===== src/rtl/traffic_light_ctrl.sv =====
// Two-road intersection controller: NS/EW green-yellow-allred sequencing with
// pedestrian green truncation (minimum-green guarded) and a night flash mode.
//
// state    | meaning
// ---------+-----------------------------------------------
// ALLRED_A | clearance before NS green
// NS_G     | NS green, EW red
// NS_Y     | NS yellow, EW red
// ALLRED_B | clearance before EW green
// EW_G     | EW green, NS red
// EW_Y     | EW yellow, NS red
// FLASH    | both roads blink yellow at T_FLASH half-period

module traffic_light_ctrl #(
    parameter int CNT_W       = 4,
    parameter int T_GREEN     = 8,
    parameter int T_YELLOW    = 3,
    parameter int T_ALLRED    = 2,
    parameter int T_MIN_GREEN = 3,
    parameter int T_FLASH     = 4
) (
    input  logic             clk,
    input  logic             rst_n,
    input  logic             ped_req,
    input  logic             flash_en,
    output logic [2:0]       ns_light,
    output logic [2:0]       ew_light,
    output logic [CNT_W-1:0] count,
    output logic [2:0]       state,
    output logic             ped_ack
);

    typedef enum logic [2:0] {
        ALLRED_A = 3'd0,
        NS_G     = 3'd1,
        NS_Y     = 3'd2,
        ALLRED_B = 3'd3,
        EW_G     = 3'd4,
        EW_Y     = 3'd5,
        FLASH    = 3'd6
    } state_t;

    localparam logic [CNT_W-1:0] LD_GREEN  = CNT_W'(T_GREEN - 1);
    localparam logic [CNT_W-1:0] LD_YELLOW = CNT_W'(T_YELLOW - 1);
    localparam logic [CNT_W-1:0] LD_ALLRED = CNT_W'(T_ALLRED - 1);
    localparam logic [CNT_W-1:0] LD_FLASH  = CNT_W'(T_FLASH - 1);
    // Once count falls to this value, green has run for T_MIN_GREEN cycles.
    localparam logic [CNT_W-1:0] GREEN_CUT = CNT_W'(T_GREEN - T_MIN_GREEN);

    localparam logic [2:0] LAMP_R = 3'b100;
    localparam logic [2:0] LAMP_Y = 3'b010;
    localparam logic [2:0] LAMP_G = 3'b001;

    state_t           state_r, state_nxt;
    logic [CNT_W-1:0] cnt_r, cnt_nxt;
    logic             pend_r, pend_nxt;
    logic             ack_r, ack_nxt;
    logic             fbit_r, fbit_nxt;
    logic             pend_eff;
    logic             cnt_zero;
    logic             green_exit;

    always_ff @(posedge clk or negedge rst_n) begin
        if (!rst_n) begin
            state_r <= ALLRED_A;
            cnt_r   <= LD_ALLRED;
            pend_r  <= 1'b0;
            ack_r   <= 1'b0;
            fbit_r  <= 1'b0;
        end else begin
            state_r <= state_nxt;
            cnt_r   <= cnt_nxt;
            pend_r  <= pend_nxt;
            ack_r   <= ack_nxt;
            fbit_r  <= fbit_nxt;
        end
    end

    // A request arriving on the exit edge is serviced by that same exit.
    assign pend_eff   = pend_r | ped_req;
    assign cnt_zero   = (cnt_r == '0);
    assign green_exit = cnt_zero || (pend_eff && (cnt_r <= GREEN_CUT));

    always_comb begin
        state_nxt = state_r;
        cnt_nxt   = cnt_r - 1'b1;
        pend_nxt  = pend_eff;
        ack_nxt   = 1'b0;
        fbit_nxt  = fbit_r;

        if (flash_en) begin
            pend_nxt = 1'b0;
            if (state_r != FLASH) begin
                state_nxt = FLASH;
                cnt_nxt   = LD_FLASH;
                fbit_nxt  = 1'b1;
            end else if (cnt_zero) begin
                cnt_nxt  = LD_FLASH;
                fbit_nxt = ~fbit_r;
            end
        end else begin
            case (state_r)
                ALLRED_A: begin
                    if (cnt_zero) begin
                        state_nxt = NS_G;
                        cnt_nxt   = LD_GREEN;
                    end
                end
                NS_G: begin
                    if (green_exit) begin
                        state_nxt = NS_Y;
                        cnt_nxt   = LD_YELLOW;
                        if (pend_eff) begin
                            ack_nxt  = 1'b1;
                            pend_nxt = 1'b0;
                        end
                    end
                end
                NS_Y: begin
                    if (cnt_zero) begin
                        state_nxt = ALLRED_B;
                        cnt_nxt   = LD_ALLRED;
                    end
                end
                ALLRED_B: begin
                    if (cnt_zero) begin
                        state_nxt = EW_G;
                        cnt_nxt   = LD_GREEN;
                    end
                end
                EW_G: begin
                    if (green_exit) begin
                        state_nxt = EW_Y;
                        cnt_nxt   = LD_YELLOW;
                        if (pend_eff) begin
                            ack_nxt  = 1'b1;
                            pend_nxt = 1'b0;
                        end
                    end
                end
                EW_Y: begin
                    if (cnt_zero) begin
                        state_nxt = ALLRED_A;
                        cnt_nxt   = LD_ALLRED;
                    end
                end
                FLASH: begin
                    state_nxt = ALLRED_A;
                    cnt_nxt   = LD_ALLRED;
                    pend_nxt  = 1'b0;
                    fbit_nxt  = 1'b0;
                end
                default: begin
                    state_nxt = ALLRED_A;
                    cnt_nxt   = LD_ALLRED;
                    pend_nxt  = 1'b0;
                    fbit_nxt  = 1'b0;
                end
            endcase
        end
    end

    always_comb begin
        ns_light = LAMP_R;
        ew_light = LAMP_R;
        case (state_r)
            NS_G:    ns_light = LAMP_G;
            NS_Y:    ns_light = LAMP_Y;
            EW_G:    ew_light = LAMP_G;
            EW_Y:    ew_light = LAMP_Y;
            FLASH: begin
                ns_light = {1'b0, fbit_r, 1'b0};
                ew_light = {1'b0, fbit_r, 1'b0};
            end
            default: begin
                ns_light = LAMP_R;
                ew_light = LAMP_R;
            end
        endcase
    end

    assign count   = cnt_r;
    assign state   = state_r;
    assign ped_ack = ack_r;

endmodule


===== config.mk =====
export PLATFORM = sky130hd
export DESIGN_NAME = traffic_light_ctrl
export DESIGN_NICKNAME = d
export VERILOG_FILES = /design/src/rtl/traffic_light_ctrl.sv
export SDC_FILE = /design/constraint.sdc
export NUM_CORES = 1
export LEC_CHECK = 0
export ABC_CLOCK_PERIOD_IN_PS = 1600
export CORE_MARGIN = 5
export CORE_UTILIZATION = 45
export CTS_CLUSTER_SIZE = 24
export DETAILED_ROUTE_END_ITERATION = 10
export GPL_ROUTABILITY_DRIVEN = 1
export PLACE_DENSITY_LB_ADDON = 0.25
export SETUP_SLACK_MARGIN = 0.1
export SYNTH_ARGS = -nofsm -noshare
export SYNTH_HDL_FRONTEND = slang
export SYNTH_SLANG_ARGS = --single-unit

===== constraint.sdc =====
create_clock -name clk -period 1.6 [get_ports clk]
set_input_delay 0.24 -clock clk [delete_from_list [all_inputs] [get_ports clk]]
set_output_delay 0.24 -clock clk [all_outputs]
set_load 0.01 [all_outputs]

==> impl_metrics.ini, run 1 <==
[placed_design]
io_buffers = 17
dp_cells = 161
dpl-instance-area_sq_um = 1210
dp_hpwl_um = 1800
gp_congestion = 0.815

[route]
finalWirelength_um = 3090
ant_nets = 0
wl_per_cell_um = 17.6
drc_errors = 0
first_pass_iters = 4
vias = 979
dr.first_iter.drc_count = 30
drt-vias-per-instance = 5.56

[power_and_ir_drop]
powerDensity_nw_per_um2 = 1530
pwr-share-clk_pct = 9.1
power.internal_uw = 1270
combinationalPowerShare_pct = 72.3
seqPwrFrac_pct = 18.5
p_sw_share_pct = 43.2
leakage_uw = 0.000668
ir_drop_mv = 1.01
p_sw_uw = 966

[worst_setup_path]
crit_path_max_incr_delay_ns = 0.56
cpMaxStageDelayCell = dfstp_2
endpoint_kind = register
crit_chain = inv_4 > ha_4 > or3b_4 > nor2_4 > a21o_1 > a21o_1
reg2reg_slack_ns = -0.04
critPathArrivalTime_ns = 1.81
crit_fanout = 6
crit_required_ns = 1.77
crit_top_cell = a21o_1
path_class = register to register
start_kind = register

[yosys]
synth_seq_area_share_pct = 28.0
syn-instance-count = 106
synth_area_sq_um = 898
ys_seq_elements = 10
syn_area_per_cell_sq_um = 8.48
yosys_warnings = 0
ys.flop_type = dfrtp_1
async_flop_share_pct = 100
synth_fp_nets = 113
ys_types = 42
synth_edf_count = 0

[floorplanning]
die-height_um = 54.7
pin_count = 18
dieArea_sq_um = 2990
num_rows = 16
core_area_sq_um = 1940
start_util_pct = 46.3
die_w_um = 54.7

[layout]
layout_commonest_cell = buf_4
fin_cells = 176
area_growth_pct = 63.1
drive_above_1_share_pct = 52.3
n_antenna_cell = 0
final_cell_mix = buf_4 (22), a21oi_1 (8), buf_6 (8)
stdcell_area_sq_um = 1470
final_nets = 157

[clock_tree]
tritoncts = built
cts.sinks = 10
clk_pin_slew_ns = 0.08
clkLatencyLatePin_ns = 0.28
clock_path_buffers = 2
cts_inserted_buffers = 3
root_buffer = clkbuf_4
hold_buffers = 0
cts_htree_levels = 1

[sta]
fmax_ghz = 0.611
hold_violations = 0
fin_crit_ns = 1.64
drv_slew = 0
hold_ws_ns = 0.277
setup_viol = 5
clock_skew_ns = 0.00655
rsz0062_at_grt = yes
min_period_over_period_pct = 102
worst_slew_pin_slew_ns = 0.478
fin_ws_ns = -0.0371
slew_headroom_pct = 68.0

[global_routing]
grt_overflow = 0
grt_util_all_layers_pct = 23.5
grt_pass1_wl_um = 4970
antenna_found_initial = 0
grt_pass1_vias = 1026
grt_start_max_net_pins = 21

[run_status]
status = finished with violations
violations = setup timing

[hold_path]
min_path_type = input port to async pin

[run]
drv_cap = 0
worst max-delay path: cells and delay by family, from the launching register on:
kind	cells	cell delay, ns
simple gates	2	0.37
buf+inv	1	0.06
compound gates	2	0.39
fa+ha+maj	1	0.16
flops	1	0.56
cell families after synthesis:
logic type                 count (synthesis)  synth area share [%]
muxes                                      1                  1.25
xor gates and xnor gates                   3                  2.93
DFF                                       10                  28.0
and+or+nand+nor                           40                  26.3
AOI/OAI and AO/OA                         36                  27.0
buffers and inverters                     13                  10.3
adders and majority gates                  3                  4.18
sequential cells by signal, indices dropped and copies added, names as in the netlist:
name     count
pend_r       1
fbit_r       1
state        3
count        4
ped_ack      1
worst paths after layout:
check / from / to / depth (start not counted)
max: count[0]$_DFF_PN1_ / state[2]$_DFFE_PN0P_ / 6
min: rst_n / state[2]$_DFFE_PN0P_ / 1
max reg2reg: count[0]$_DFF_PN1_ / state[2]$_DFFE_PN0P_ / 6
min reg2reg: pend_r$_DFF_PN0_ / ped_ack$_DFF_PN0_ / 2
max in group asynchronous: rst_n / count[0]$_DFF_PN1_ / 1
min in group clk: pend_r$_DFF_PN0_ / ped_ack$_DFF_PN0_ / 2
layout make-up:
class / instances / area [sq um]
multi-input cells: 84 / 732
fillers: 138 / 477
repair buffers: 46 / 398
flip-flops and latches: 10 / 254
well taps: 27 / 33.8
clock buffers: 4 / 26.3
inverters: 5 / 21.3
stage by stage:
| stage | TNS, ns | util (%) | power (uW) | setup WS, ns |
|---|---|---|---|---|
| 3_5_place_dp | -0.223 | 62.3 | 1620 | -0.0581 |
| 3_3_place_gp | -0.0591 | 62.3 | 1590 | -0.0245 |
| 5_1_grt | -0.592 | 75.5 | 2370 | -0.0947 |
| 6_report | -0.0959 | 75.5 | 2240 | -0.0371 |
| 2_1_floorplan | -0.0806 | - | 1140 | -0.0182 |
| 4_1_cts | 0 | 70.9 | 2030 | 0.00554 |
cell usage after synthesis, types with 2 or more instances:
cell      count  area, sq um
a21o_1        4         30.0
a21oi_1      11         55.1
a22oi_1       2         15.0
a32oi_1       2         17.5
and2b_2       2         17.5
buf_6         3         33.8
clkbuf_8      2         27.5
dfrtp_1       9          225
ha_1          3         37.5
inv_1         5         18.8
nand2_1       4         15.0
nor2_1       10         37.5
nor2b_1       6         37.5
nor3_1        4         20.0
nor3b_1       2         15.0
nor4_1        2         12.5
o21ai_0       5         25.0
o21bai_1      4         30.0
o22ai_1       2         12.5
xnor2_1       2         17.5
power groups by stage:
stage          logic (uW)  registers, uW  clock network (uW)
3_3_place_gp         1200            394                   0
4_1_cts              1420            410                 199
5_1_grt              1720            425                 226
3_5_place_dp         1230            397                   0
6_report             1620            414                 204
2_1_floorplan         712            431                   0
layer usage:
layer  up-vias  GRT usage (%)  share of wire (%)
met5         -              0                  0
met3         4           4.09                4.1
met4         0           7.47                1.9
li1        470              -                  -
met1       468           26.9                 40
met2        37           43.3                 54
what timing repair did:
action,4_1_cts,5_1_grt
buffers inserted,7,3
gates cloned,1,0
setup endpoints to repair,21,17
endpoints found under the hold margin,0,0
pin swaps,9,10
gates resized for setup,55,19
(Power assumes the default switching activity.)
==> run 2: changes to the inputs <==
CELL_PAD_IN_SITES_DETAIL_PLACEMENT = 1   (was default)
CELL_PAD_IN_SITES_GLOBAL_PLACEMENT = 1   (was default)
CORE_UTILIZATION = 34   (was 45)
==> run 2 against run 1 <==
Net effect: the run still ends with setup timing left; sequential power down 2%; critical path type unchanged; non-clock buffer count up 4; fmax down 1.8%; power up 2.4%; hold slack better by 0.0098 ns; first-iteration DRC count unchanged; cell count up 4.0%; die area up 26%; critical path depth unchanged; clock power up 26%; largest power group unchanged; cell area up 2.2%; via count up 1.2%; largest cell class unchanged.
==> impl_metrics.ini, run 2 (synthesis gave the netlist of run 1 again) <==
[placed_design]
io_buffers = 17
dpl-instance-area_sq_um = 1210
dp_hpwl_um = 2210
dp_worst_setup_slack_ns = -0.139
gp_congestion = 0.796

[power_and_ir_drop]
ir_drop_mv = 1.06
power.internal_uw = 1300
powerDensity_nw_per_um2 = 1530
pwr-share-clk_pct = 11.2
power_uw = 2290
p_sw_uw = 986
leakage_uw = 0.000687
p_sw_share_pct = 43.1
seqPwrFrac_pct = 17.7
combinationalPowerShare_pct = 71.1

[floorplanning]
pin_count = 18
die-height_um = 61.4
dieArea_sq_um = 3770
start_util_pct = 35.9
die_w_um = 61.4
num_rows = 18
core_area_sq_um = 2500

[clock_tree]
root_buffer = clkbuf_4
clkLatencyLatePin_ns = 0.29
tritoncts = built
clock_path_buffers = 2
hold_buffers = 0
cts_htree_levels = 1
cts.sinks = 10
clk_pin_slew_ns = 0.08
cts_inserted_buffers = 3

[global_routing]
grt_pass1_vias = 1090
antenna_found_initial = 0
grt_pass1_wl_um = 5550
grt_start_max_net_pins = 16
grt_overflow = 0
grt_util_all_layers_pct = 21.3

[layout]
drive_above_1_share_pct = 55.6
layout_commonest_cell = buf_4
stdcell_area_sq_um = 1500
final_cell_mix = buf_4 (22), buf_6 (10), nor2_1 (9)
largest_reg_flops = 4
n_antenna_cell = 0
final_nets = 161
area_growth_pct = 66.7

[sta]
slew_headroom_pct = 65.0
rsz0062_at_grt = yes
drv_slew = 0
min_period_over_period_pct = 104
setup_viol = 5
setup_tns_ns = -0.249
worst_slew_pin_slew_ns = 0.523
fin_crit_ns = 1.67
hold_violations = 0
fmax_ghz = 0.600
clock_skew_ns = 0.00253
fin_ws_ns = -0.0677
hold_ws_ns = 0.287

[route]
wl_per_cell_um = 19.5
vias = 991
dr.first_iter.drc_count = 30
drt-vias-per-instance = 5.42
first_pass_iters = 4
finalWirelength_um = 3580
drc_errors = 0
ant_nets = 0

[worst_setup_path]
crit_required_ns = 1.83
crit_fanout = 3
path_class = register to register
start_kind = register
endpoint_kind = register
worstRegToRegCells = 6
reg2reg_from = count[0]$_DFF_PN1_
reg2reg_slack_ns = -0.07
critPathArrivalTime_ns = 1.90
rr_endpoint = state[0]$_DFFE_PN0P_

[run]
drv_cap = 0

[run_status]
status = finished with violations
violations = setup timing

[hold_path]
min_path_type = input port to async pin
-- run 2: cell count changes in the layout (fill, tap and decap cells not counted), moves of 2 or more --
| cell | previous run | this run |
|---|---|---|
| a21oi_2 | 3 | 7 |
| buf_6 | 8 | 10 |
| a21oi_1 | 8 | 4 |
| nor2_1 | 7 | 9 |
| buf_2 | 3 | 6 |
-- run 2: worst max path at each step --
stage,slack [ns],startpoint,end,cells past startpoint
6_report,-0.07,count[0]$_DFF_PN1_,state[0]$_DFFE_PN0P_,6
3_5_place_dp,-0.14,state[1]$_DFFE_PN0P_,ns_light[1],3
5_1_grt,-0.12,count[0]$_DFF_PN1_,ped_ack$_DFF_PN0_,6
2_1_floorplan,-0.02,count[1]$_DFF_PN0_,state[2]$_DFFE_PN0P_,7
4_1_cts,-0.02,count[0]$_DFF_PN1_,ped_ack$_DFF_PN0_,6
3_3_place_gp,-0.08,state[1]$_DFFE_PN0P_,ns_light[1],3
-- run 2: power by group through the flow --
| stage | registers (uW) | logic, uW | clock network [uW] |
|---|---|---|---|
| after floorplan | 431 | 712 | 0 |
| after global placement | 398 | 1200 | 0 |
| after detailed placement | 399 | 1250 | 0 |
| after CTS | 399 | 1510 | 254 |
| after global routing | 418 | 1730 | 279 |
| final | 406 | 1630 | 257 |
-- run 2: layout make-up --
class	instances	area [sq um]
Fill cell	278	1000
Multi-Input combinational cell	84	719
Timing Repair Buffer	50	425
Sequential cell	10	255
Tap cell	30	37.5
Clock buffer	4	36.3
Inverter	5	23.8
-- run 2: worst max-delay path, cell delays in order, from the launching register on --
cell and delay [ns]:
dfstp_2 0.57, inv_4 0.06, ha_4 0.17, nor3b_4 0.29, nor2_1 0.11, a22oi_1 0.18
o221a_2 0.23
-- run 2: through the flow --
stage	util, %	std cells
after floorplan	-	106
after global placement	48.3	165
after detailed placement	48.3	165
after CTS	57.6	181
after global routing	59.9	183
final	59.9	183
-- run 2: repair_timing --
action / in CTS / in global routing
resized for setup: 68 / 15
gates cloned: 1 / 0
setup buffers: 11 / 4
endpoints found under the setup margin: 21 / 17
pin swaps: 11 / 6
-- run 2: per-layer routing --
layer	up-vias	global-route usage [%]	part of all wire, %
li1	475	-	-
met5	-	0	0
met1	481	23.9	40
met2	28	37.6	53
met4	0	13.0	2.5
met3	7	3.14	3.9
